File: config.mk
export PLATFORM = sky130hd
export DESIGN_NAME = frame_window_ctrl
export DESIGN_NICKNAME = d
export VERILOG_FILES = /design/src/rtl/fwc_pkg.sv /design/src/rtl/frame_window_ctrl_raster_counter.sv /design/src/rtl/frame_window_ctrl.sv
export SDC_FILE = /design/constraint.sdc
export NUM_CORES = 1
export LEC_CHECK = 0
export CORE_MARGIN = 4
export CORE_UTILIZATION = 28
export DETAILED_ROUTE_END_ITERATION = 10
export GPL_TIMING_DRIVEN = 0
export MAX_ROUTING_LAYER = met4
export PLACE_DENSITY = 0.56
export SYNTH_ARGS = -nofsm -noshare
export SYNTH_HDL_FRONTEND = slang
export SYNTH_SLANG_ARGS = --single-unit
File: constraint.sdc
create_clock -name clock -period 3.5 [get_ports clock]
set_input_delay 0.525 -clock clock [delete_from_list [all_inputs] [get_ports clock]]
set_output_delay 0.525 -clock clock [all_outputs]
set_load 0.005 [all_outputs]
File: src/rtl/fwc_pkg.sv
// fwc_pkg: shared definitions for the frame window controller.
//   - fwc_state_e : frame sequencing FSM states (IDLE, RUN)
//   - FWC_*       : default counter width and default frame geometry
package fwc_pkg;

    typedef enum logic {
        IDLE = 1'b0,
        RUN  = 1'b1
    } fwc_state_e;

    localparam int unsigned FWC_COUNT_W  = 13;
    localparam int unsigned FWC_ACT_COLS = 800;
    localparam int unsigned FWC_ACT_ROWS = 600;
    localparam int unsigned FWC_TOT_COLS = 901;
    localparam int unsigned FWC_TOT_ROWS = 701;

endpackage : fwc_pkg

File: src/rtl/frame_window_ctrl_raster_counter.sv
// raster_counter: row/column position counter over a TOT_ROWS x TOT_COLS frame.
// Ports:
//   clock       in   rising-edge clock
//   reset       in   synchronous active-low reset
//   advance_i   in   step the position by one beat
//   clear_i     in   force position back to (0,0)
//   row_o       out  current line index
//   col_o       out  current column index
//   last_beat_o out  position is the final beat of the frame
module raster_counter
    import fwc_pkg::*;
#(
    parameter int unsigned TOT_COLS = FWC_TOT_COLS,
    parameter int unsigned TOT_ROWS = FWC_TOT_ROWS,
    parameter int unsigned COUNT_W  = FWC_COUNT_W
) (
    input  logic               clock,
    input  logic               reset,
    input  logic               advance_i,
    input  logic               clear_i,
    output logic [COUNT_W-1:0] row_o,
    output logic [COUNT_W-1:0] col_o,
    output logic               last_beat_o
);

    logic [COUNT_W-1:0] row_q, row_d;
    logic [COUNT_W-1:0] col_q, col_d;
    logic               last_col;
    logic               last_row;

    assign last_col = (col_q == COUNT_W'(TOT_COLS - 1));
    assign last_row = (row_q == COUNT_W'(TOT_ROWS - 1));

    always_comb begin
        row_d = row_q;
        col_d = col_q;
        if (clear_i) begin
            row_d = '0;
            col_d = '0;
        end else if (advance_i) begin
            if (last_col) begin
                col_d = '0;
                row_d = last_row ? '0 : row_q + 1'b1;
            end else begin
                col_d = col_q + 1'b1;
            end
        end
    end

    always_ff @(posedge clock) begin
        if (!reset) begin
            row_q <= '0;
            col_q <= '0;
        end else begin
            row_q <= row_d;
            col_q <= col_d;
        end
    end

    assign row_o       = row_q;
    assign col_o       = col_q;
    assign last_beat_o = last_col && last_row;

endmodule : raster_counter

File: src/rtl/frame_window_ctrl.sv
// frame_window_ctrl: raster sequencer and flow controller for the pixel stream
// entering the feature pipeline. Walks a TOT_ROWS x TOT_COLS frame, forwards
// the ACT_ROWS x ACT_COLS active window through a one-stage output register,
// and sinks blanking beats.
// Optional feature: define FWC_DROP_COUNT_EN to add the drop_count output
// (saturating count of accepted blanking beats since the last frame start).
// Ports:
//   clock       in   rising-edge clock
//   reset       in   synchronous active-low reset
//   start       in   begin a frame (IDLE only)
//   continuous  in   restart at frame end instead of returning to IDLE
//   in_pixel    in   upstream pixel
//   in_valid    in   upstream beat valid
//   in_ready    out  upstream beat accepted (combinational)
//   out_pixel   out  registered active-window pixel
//   out_valid   out  out_pixel valid
//   out_ready   in   downstream accepts out_pixel
//   row         out  line index of next beat
//   col         out  column index of next beat
//   frame_done  out  one-cycle pulse after the last beat of a frame
//   busy        out  FSM not in IDLE
//   drop_count  out  (FWC_DROP_COUNT_EN only) accepted blanking beats
module frame_window_ctrl
    import fwc_pkg::*;
#(
    parameter int unsigned ACT_COLS = FWC_ACT_COLS,
    parameter int unsigned ACT_ROWS = FWC_ACT_ROWS,
    parameter int unsigned TOT_COLS = FWC_TOT_COLS,
    parameter int unsigned TOT_ROWS = FWC_TOT_ROWS,
    parameter int unsigned COUNT_W  = FWC_COUNT_W
) (
    input  logic               clock,
    input  logic               reset,
    input  logic               start,
    input  logic               continuous,
    input  logic [7:0]         in_pixel,
    input  logic               in_valid,
    output logic               in_ready,
    output logic [7:0]         out_pixel,
    output logic               out_valid,
    input  logic               out_ready,
    output logic [COUNT_W-1:0] row,
    output logic [COUNT_W-1:0] col,
    output logic               frame_done,
    output logic               busy
`ifdef FWC_DROP_COUNT_EN
    ,
    output logic [15:0]        drop_count
`endif
);

    fwc_state_e         state_q, state_d;
    logic [7:0]         pixel_q, pixel_d;
    logic               valid_q, valid_d;
    logic               done_q;
    logic               active;
    logic               accept;
    logic               last_beat;
    logic               run;
    logic [COUNT_W-1:0] row_w;
    logic [COUNT_W-1:0] col_w;

    raster_counter #(
        .TOT_COLS (TOT_COLS),
        .TOT_ROWS (TOT_ROWS),
        .COUNT_W  (COUNT_W)
    ) u_raster (
        .clock       (clock),
        .reset       (reset),
        .advance_i   (accept),
        .clear_i     (!run),
        .row_o       (row_w),
        .col_o       (col_w),
        .last_beat_o (last_beat)
    );

    assign run    = (state_q == RUN);
    assign active = (row_w < COUNT_W'(ACT_ROWS)) && (col_w < COUNT_W'(ACT_COLS));
    // Blanking beats never touch the output register, so they are sunk even
    // while the register is stalled.
    assign in_ready = run && (!active || !valid_q || out_ready);
    assign accept   = in_valid && in_ready;

    always_comb begin
        state_d = state_q;
        unique case (state_q)
            IDLE: if (start) state_d = RUN;
            RUN:  if (accept && last_beat && !continuous) state_d = IDLE;
            default: state_d = IDLE;
        endcase
    end

    // A refill takes priority over a drain, so drain+refill keeps valid high.
    always_comb begin
        pixel_d = pixel_q;
        valid_d = valid_q;
        if (accept && active) begin
            pixel_d = in_pixel;
            valid_d = 1'b1;
        end else if (out_ready) begin
            valid_d = 1'b0;
        end
    end

    always_ff @(posedge clock) begin
        if (!reset) begin
            state_q <= IDLE;
            pixel_q <= '0;
            valid_q <= 1'b0;
            done_q  <= 1'b0;
        end else begin
            state_q <= state_d;
            pixel_q <= pixel_d;
            valid_q <= valid_d;
            done_q  <= accept && last_beat;
        end
    end

`ifdef FWC_DROP_COUNT_EN
    logic [15:0] drop_q, drop_d;

    always_comb begin
        drop_d = drop_q;
        if (state_q == IDLE && start) begin
            drop_d = '0;
        end else if (accept && !active && drop_q != '1) begin
            drop_d = drop_q + 16'd1;
        end
    end

    always_ff @(posedge clock) begin
        if (!reset) begin
            drop_q <= '0;
        end else begin
            drop_q <= drop_d;
        end
    end

    assign drop_count = drop_q;
`endif

    assign out_pixel  = pixel_q;
    assign out_valid  = valid_q;
    assign row        = row_w;
    assign col        = col_w;
    assign frame_done = done_q;
    assign busy       = run;

endmodule : frame_window_ctrl

-- Yosys cells after proc, flatten, opt, wreduce, memory -nomap -nowiden
Cells that the tools add are included.
- flip-flop bits (word level): 37
- latch bits: 0
- RAM bits: 0
- ROM bits: 0
- input port bits: 14
- logic and storage cells: 35
- memories kept: 0
- $add $sub $neg: 2
- multipliers: 0
- div/mod/pow operators: 0
- order comparisons: 2
- equality and inequality tests: 2
- shift operators: 0
- mux-type cells: 7
- bitwise gates (word level): 1
- reductions and logical operators: 15
- operators by type and width (operator ; number):
    $add A13 B1 Y13 const B ; 2
    $eq A13 B10 Y1 const B ; 2
    $lt A13 B10 Y1 const B ; 2
    $mux W13 ; 2
    $logic_and A1 B1 Y1 ; 7
    $mux W1 ; 4
    $reduce_and A2 Y1 ; 2
    $logic_not A1 Y1 ; 3
    $logic_or A1 B1 Y1 ; 2
    $pmux W1 S2 ; 1
    $reduce_bool A2 Y1 ; 1
    $not A1 Y1 ; 1

-- Logic depth before layout (Yosys ltp)
Gate-level depths: netlist of run 1.
- depth after elaboration: 11
- gate-level depth with buffers: 8
- mapped depth without buffers: 7

-- Modules after synthesis
A second synthesis of run 1 with hierarchy kept.
- cells, all modules: 227
- area, all modules: 1953.1 sq um
- modules (own cells, without submodules) (module ; instances ; cells an instance ; area an instance (sq um) ; sequential area each (sq um)):
    raster_counter ; 1 ; 169 ; 1418.9 ; 520.5
    frame_window_ctrl ; 1 ; 58 ; 534.3 ; 220.2

-- Worst setup path before layout of run 1
OpenSTA, ideal clock, no wires.
- path kind: reg2reg
- start point: reg u_raster.col_q[0] (netlist: u_raster.col_o[0])
- end point: reg u_raster.col_q[3] (netlist: u_raster.col_o[3])
- setup time: 0.071 ns
- arrival time: 1.814 ns
- required time: 3.429 ns
- path slack: 1.616 ns
- cell stages (with the launch flop): 8
- period minus slack after synthesis: 1.884 ns
- cells stage by stage: dfxtp_1 -> inv_1 -> ha_1 -> and3b_1 -> and4_1 -> clkbuf_1 -> or4b_1 -> a21oi_1
- cells in the longest elaborated chain, start to end: 7
- elaborated cells on any way between the ends: 10
- those cells by class: 1 x add/sub; 1 x order compare; 1 x eq/ne; 1 x mux; 6 x reduce/logical
- ends and longest elaborated chain (item ; line ; text):
    start, declared ; frame_window_ctrl_raster_counter.sv:27 ; logic [COUNT_W-1:0] col_q, col_d;
    start signal, assigned ; frame_window_ctrl_raster_counter.sv:56 ; col_q <= col_d;
    $lt A13 B10 Y1 ; frame_window_ctrl.sv:78 ; assign active = (row_w < COUNT_W'(ACT_ROWS)) && (col_w < COUNT_W'(ACT_COLS));
    $logic_and A1 B1 Y1 ; frame_window_ctrl.sv:78 ;
    $logic_not A1 Y1 ; frame_window_ctrl.sv:81 ; assign in_ready = run && (!active || !valid_q || out_ready);
    $logic_or A1 B1 Y1 (2 in series) ; frame_window_ctrl.sv:81 ;
    $logic_and A1 B1 Y1 ; frame_window_ctrl.sv:81 ;
    $logic_and A1 B1 Y1 ; frame_window_ctrl.sv:82 ; assign accept = in_valid && in_ready;
Parallel ways exist; a longest one is shown, timed or not.
A chain may end at the register's enable or synchronous reset.

-- Final worst setup path of run 1
- start point: reg u_raster.col_q[5] (netlist: u_raster.col_o[5])
- end point: out in_ready
- cells in the longest elaborated chain, start to end: 6
- ends and longest elaborated chain (item ; line ; text):
    $lt A13 B10 Y1 ; frame_window_ctrl.sv:78 ;
    $logic_and A1 B1 Y1 ; frame_window_ctrl.sv:78 ;
    $logic_not A1 Y1 ; frame_window_ctrl.sv:81 ;
    $logic_or A1 B1 Y1 (2 in series) ; frame_window_ctrl.sv:81 ;
    $logic_and A1 B1 Y1 ; frame_window_ctrl.sv:81 ;
    end, declared ; frame_window_ctrl.sv:38 ; output logic in_ready,
No other way between the ends.

==> results.tsv, run 1 <==
stage	metric	value	unit
synth	ys_warn_count	0	
cts	cts_tree	yes	
pwr	power.density	295	nW/um^2
sta	setup-tns-final	0	ns
setup_path	crit_path_end_kind	primary output	
detailed_routing	drc	0	
sta	fmax	0.397	GHz
floorplan	dieHeight	91.7	um
sta	skew	0.00450	ns
synth	yosys.area.top_type	dfxtp_1	
cts	cts_inserted_buffers	5	
cts	postCtsSetupBuffers	0	
global_route	grt_usage	13.9	%
detailed_routing	postRouteAntennaNets	0	
cts	cts.sinks	37	
detailed_routing	first_iter_violations	66	
synth	yosys-top-cells-area	dfxtp_1, a21oi_1, nor2_1	
synth	ys_seq_elements	37	
synth	mappedNetlistArea	1960	sq um
layout	mostFrequentLayoutCell	clkdlybuf4s50_1	
floorplan	core-area	6790	sq um
place	port_buffers	51	
layout	antenna_cells	0	
sta	fin_ws	0.983	ns
floorplan	io_pins	52	
setup_path	cp_slowest_stage_delay	0.46	ns
global_route	grt_pass1_wl	9320	um
place	place_ws	0.993	ns
detailed_routing	routedWlPerCell	13.9	um
layout	area_delta_synth_final	36.6	%
pwr	irDropWorstVdd	0.114	mV
place	dpl.hpwl	3990	um
cts	clockBufferDepth	2	
detailed_routing	wirelength	5410	um
layout	drive_above_1_share	6.80	%
sta	fin_crit	2.52	ns
synth	async_flop_share	0	%
synth	synth_edf_count	0	
floorplan	fp-row-count	30	
synth	synth_nets	253	
cts	insertion_delay	0.29	ns
global_route	grt_pass1_vias	1885	
synth	synth_top_area_share	37.8	%
synth	ys_seq_area_share	37.8	%
detailed_routing	vias	1941	
detailed_routing	avgViaCountPerCell	4.98	
sta	drv_slew	0	
layout	final_cell_mix	clkdlybuf4s50_1, dfxtp_1, nor2_1	
global_route	grt-ovfl-total	0	
sta	max_slew.worst_pin.slew	0.819	ns
setup_path	worst_r2r_endpoint	u_raster.col_o[11]$_SDFFE_PN0P_	
synth	syn_area_per_cell	8.34	sq um
setup_path	rrSetupSlack	1.19	ns
synth	synthCells	235	
sta	hold_viol	0	
worst_hold_path	hp-class	flip-flop to flip-flop	
setup_path	critPathKind	flip-flop to primary output	
sta	relSlewSlack	45.2	%
global_route	antenna_found_initial	0	
cts	hold_buffers	0	
worst_hold_path	hold_depth	2	
synth	ys.flop_type	dfxtp_1	
sta	rsz0062_at_grt	false	
run_status	status	finished, final reports clean	
setup_path	r2r-start	u_raster.col_o[5]$_SDFFE_PN0P_	
cts	clk_pin_slew_worst_paths	0.08	ns
flow_run	max_cap_violations	0	
floorplan	die_area	8400	sq um
place	gp_congestion	0.839	
setup_path	reg2reg_depth	7	
global_route	grt_start_max_net_pins	13	
synth	synth.distinct_cells	47	
setup_path	startpoint_type	flip-flop	
worst_hold_path	hold_end	out_pixel[1]$_SDFFE_PN0P_	
setup_path	cp_max_fo	8	
worst_hold_path	min_from	out_pixel[1]$_SDFFE_PN0P_	
cts	cts_root_buffer	clkbuf_8	
sta	period_share	71.9	%
pwr	leakagePower	0.899	nW
layout	fin_nets	311	
cts	cts_resized	0	
floorplan	floorplan.initialDensity	28.8	%
sta	setup_violations	0	
setup_path	cp_cell_sequence	o311ai_1, nand3_1, o31a_1, clkdlybuf4s50_1	
detailed_routing	first_pass_iters	5	
setup_path	crit_required	2.97	ns
setup_path	cp_slowest_cell	clkdlybuf4s50_1	
cts	htreeDepth	2	
setup_path	arrival	1.99	ns
floorplan	die_w	91.7	um
## kinds of logic after synthesis
| family | synth area share, % |
|---|---|
| AO/OA/AOI/OAI | 15.8 |
| XOR/XNOR | 1.34 |
| adder cells (fa/ha/maj) | 2.55 |
| buffers and inverters | 3.19 |
| flip-flops | 37.8 |
| multiplexers | 4.66 |
| AND/OR/NAND/NOR | 34.6 |
## state kept, by name, summed over array words and instances, names as in the netlist
| name | flops |
|---|---|
| out_valid | 1 |
| busy | 1 |
| u_raster.col_o | 13 |
| u_raster.row_o | 13 |
| out_pixel | 8 |
| frame_done | 1 |
## cell usage after synthesis (all sizes together), types with 2 or more instances
cell,n
or4,4
inv,7
nor3,6
nor4,4
buf,3
nor2b,3
and2,8
nand4,4
dfxtp,37
a21oi,21
and4,3
mux2i,8
or3,4
o211ai,2
o22ai,2
nand4b,2
o211a,2
nand2b,2
nand3b,3
xnor2,3
nand3,16
o31ai,3
clkbuf,5
a31oi,2
and3,6
nor2,28
nor4b,2
ha,4
o21ai,14
nand2,12
or4b,4
## layout make-up
class / instances / area, sq um
fillers: 706 / 4120
multi-input cells: 183 / 1160
flip-flops and latches: 37 / 741
repair buffers: 51 / 510
well taps: 96 / 120
clock buffers: 5 / 68.8
plain buffers: 8 / 36.3
inverters: 7 / 26.3
clock inverters: 3 / 17.5
## routing by layer
layer / share of wire [%] / track usage (%)
met1: 47 / 17.2
met4: 1.2 / 3.77
met5: 0 / -
met2: 48 / 22.9
met3: 4.1 / 2.95
## report_power, final
part,internal [mW],switching [mW]
sequential,0.426,0.00383
clock,0.137,0.159
combinational,0.0342,0.0280
## through the flow
stage          area (sq um)  hold WS (ns)  utilization [%]  total power [mW]  std cells
5_1_grt                2680         0.526             39.4             0.831        390
4_1_cts                2680         0.502             39.4             0.804        390
6_report               2680         0.496             39.4             0.788        390
3_5_place_dp           2590         0.483             38.1             0.503        382
2_1_floorplan          1960         0.484                -             0.466        235
3_3_place_gp           2590         0.473             38.1             0.503        382
## worst max-delay path by stage
stage                              startpoint                               to  slack, ns  cells after the start
6_report       u_raster.col_o[5]$_SDFFE_PN0P_                         in_ready       0.98                      4
5_1_grt        u_raster.col_o[5]$_SDFFE_PN0P_                         in_ready       0.88                      4
4_1_cts        u_raster.col_o[5]$_SDFFE_PN0P_                         in_ready       0.94                      4
3_5_place_dp                        out_ready  u_raster.col_o[11]$_SDFFE_PN0P_       0.99                      7
3_3_place_gp                        out_ready  u_raster.col_o[10]$_SDFFE_PN0P_        1.0                      7
2_1_floorplan  u_raster.col_o[0]$_SDFFE_PN0P_   u_raster.col_o[3]$_SDFFE_PN0P_       1.62                      7
## worst max-delay path: cells and delay by family (launching register included)
kind / cells / cell delay [ns]
buf+inv: 1 / 0.46
simple gates: 1 / 0.23
flops: 1 / 0.38
compound gates: 2 / 0.63
No activity file was read; power rests on OpenSTA's default activity.
==> inputs of run 2 (changes only) <==
- PLACE_DENSITY: 0.56 -> 0.58
- clock period: 3.5 -> 2.05 ns (I/O delays scaled with it)
==> run 2 against run 1 <==
Compared with the run above:
- die area unchanged
- utilization increased by 4.0 points
- worst hold slack improved by 0.00092 ns
- final cell count increased by 2.3%
- clock skew increased by 0.0051 ns
- highest routed layer unchanged
==> results.tsv, run 2 (same netlist as run 1, synthesis figures left out) <==
stage	metric	value	unit	change
floorplan	core-area	6790	sq um	unchanged
cts	clk_pin_slew_worst_paths	0.08	ns	about the same
pwr	irDropWorstVdd	0.279	mV	+140%
setup_path	path_buf_inv	1		unchanged
run_status	status	finished, final reports clean		
floorplan	io_pins	52		unchanged
cts	hold_buffers	0		unchanged
sta	fmax	0.490	GHz	
sta	setup_violations	0		unchanged
global_route	grt_pass1_wl	9450	um	+1.5%
floorplan	fp-row-count	30		unchanged
global_route	grt_pass1_vias	1941		+3.0%
detailed_routing	first_iter_violations	137		+110%
setup_path	cp_slowest_cell	or4_1		
detailed_routing	drc	0		unchanged
setup_path	cp_slowest_stage_delay	0.52	ns	+0.06 ns
sta	rsz0062_at_grt	true		
setup_path	reg2reg_depth	6		-1
layout	mostFrequentLayoutCell	clkdlybuf4s50_1		
worst_hold_path	min_from	out_pixel[2]$_SDFFE_PN0P_		
sta	fin_crit	2.04	ns	
pwr	clockPowerShare	47.4	%	+9.8 points
sta	hold_viol	0		unchanged
pwr	leakagePower	0.966	nW	+7.5%
detailed_routing	vias	1981		+2.1%
worst_hold_path	hold_end	out_pixel[2]$_SDFFE_PN0P_		
setup_path	worst_r2r_endpoint	u_raster.row_o[5]$_SDFFE_PN0P_		
sta	skew	0.00957	ns	+0.00507 ns
layout	antenna_cells	0		unchanged
sta	relSlewSlack	64.4	%	+19 points
detailed_routing	routedWlPerCell	14.1	um	+1.8%
worst_hold_path	hp-class	flip-flop to flip-flop		
pwr	p_sw_share	20.8	%	-3.3 points
pwr	p_total	1.61	mW	+100%
setup_path	startpoint_type	flip-flop		
cts	cts_tree	yes		
detailed_routing	first_pass_iters	4		-1
setup_path	rrSetupSlack	0.009	ns	-1.18 ns
layout	final_cell_mix	clkdlybuf4s50_1, nor2_1, dfxtp_1		
cts	insertion_delay	0.30	ns	about the same
setup_path	r2r-start	u_raster.col_o[3]$_SDFFE_PN0P_		
pwr	comb_power_share	7.4	%	-0.5 points
setup_path	critPathKind	flip-flop to flip-flop		
cts	cts_root_buffer	clkbuf_8		
place	gp_congestion	0.784		-6.5%
setup_path	path_delay_family	simple AND/OR/NAND/NOR gates		
sta	holdWs	0.496	ns	+0.000916 ns
pwr	power.density	545	nW/um^2	+85%
pwr	seqPwrFrac	45.3	%	-9.2 points
floorplan	die_w	91.7	um	unchanged
detailed_routing	postRouteAntennaNets	0		unchanged
layout	area_delta_synth_final	50.4	%	
place	dpl.hpwl	3860	um	-3.2%
sta	max_slew.worst_pin.slew	0.532	ns	-0.287 ns
global_route	antenna_found_initial	0		unchanged
setup_path	crit_required	2.27	ns	-0.70 ns
layout	drive_above_1_share	17.8	%	+11 points
floorplan	die_area	8400	sq um	unchanged
global_route	grt_usage	14.1	%	+0.14 points
floorplan	floorplan.initialDensity	28.8	%	unchanged
setup_path	cp_cell_sequence	and4bb_1, nand4_4, or2_0, buf_4, or4_1, a21oi_2		
sta	setup-tns-final	0	ns	unchanged
setup_path	arrival	2.26	ns	+0.27 ns
layout	fin_nets	320		+2.9%
sta	drv_slew	0		unchanged
setup_path	crit_path_end_kind	flip-flop		
layout	utilization	43.4	%	+4.0 points
sta	period_share	99.6	%	
setup_path	cp_max_fo	9		+1
flow_run	max_cap_violations	0		unchanged
pwr	internal_power	1.27	mW	+110%
cts	cts.sinks	37		unchanged
global_route	grt_start_max_net_pins	13		unchanged
place	port_buffers	51		unchanged
cts	clockBufferDepth	2		unchanged
detailed_routing	wirelength	5640	um	+4.1%
worst_hold_path	hold_depth	2		unchanged
floorplan	dieHeight	91.7	um	unchanged
detailed_routing	avgViaCountPerCell	4.96		-0.24%
cts	cts_inserted_buffers	5		unchanged
pwr	switchingPower	0.334	mW	+76%
cts	htreeDepth	2		unchanged
global_route	grt-ovfl-total	0		unchanged
[run 2: cell types whose count changed in the layout (fill, tap and decap cells not counted), moves of 5 or more]
cell / before / now
dfxtp_1: 37 / 24
buf_4: 1 / 10
dfxtp_2: 0 / 8
dfxtp_4: 0 / 5
[run 2: worst max-delay path by stage]
stage                                         from                         endpoint  slack (ns)  depth (start not counted)
floorplan           u_raster.col_o[0]$_SDFFE_PN0P_   u_raster.col_o[3]$_SDFFE_PN0P_        0.17                          7
global placement    u_raster.col_o[5]$_SDFFE_PN0P_  u_raster.col_o[10]$_SDFFE_PN0P_       -0.30                          7
detailed placement  u_raster.col_o[5]$_SDFFE_PN0P_   u_raster.col_o[6]$_SDFFE_PN0P_       -0.29                          7
CTS                 u_raster.col_o[4]$_SDFFE_PN0P_   u_raster.row_o[5]$_SDFFE_PN0P_       0.001                          6
global route        u_raster.col_o[3]$_SDFFE_PN0P_   u_raster.row_o[5]$_SDFFE_PN0P_       -0.12                          6
finish              u_raster.col_o[3]$_SDFFE_PN0P_   u_raster.row_o[5]$_SDFFE_PN0P_       0.009                          6
[run 2: stage by stage]
step,std cells,worst slack [ns],cell area (sq um)
floorplan,235,0.166,1960
global placement,382,-0.297,2590
detailed placement,382,-0.293,2590
CTS,393,0.00128,2820
global route,399,-0.117,2950
finish,399,0.00859,2950
[run 2: area by class of cell]
class,count,area (sq um)
timing repair buffer,60,589
sequential,37,769
clock buffer,5,68.8
tap,96,120
buffer,8,52.6
multi-input combinational,183,1260
inverter,7,26.3
fill,688,3850
clock inverter,3,65.1
[run 2: what timing repair did]
| action | in CTS | in global routing |
|---|---|---|
| setup buffers | 3 | 6 |
| setup endpoints to repair | 24 | 33 |
| resized for setup | 19 | 26 |
| pin swaps | 5 | 7 |
[run 2: routing by layer]
metal  part of all wire, %  vias up  GRT usage [%]  wire length, um
li1                      -      997              -                -
met3                   3.2        7           2.87              180
met1                    47      942           18.1             2660
met4                   1.1        0           4.52               61
met2                    49       35           22.1             2740
met5                     0        -              -                0
[run 2: power by group through the flow]
stage | clock network [mW] | logic, mW | registers [mW]
2_1_floorplan | 0 | 0.0449 | 0.751
3_3_place_gp | 0 | 0.107 | 0.751
3_5_place_dp | 0 | 0.108 | 0.751
4_1_cts | 0.781 | 0.110 | 0.733
5_1_grt | 0.805 | 0.128 | 0.729
6_report | 0.760 | 0.118 | 0.727
[run 2: tightest hold or removal path, delay by kind of cell, from the launching register on]
kind / cells / cell delay, ns
DFF: 1 / 0.33
muxes: 1 / 0.07
and+or+nand+nor: 1 / 0.07
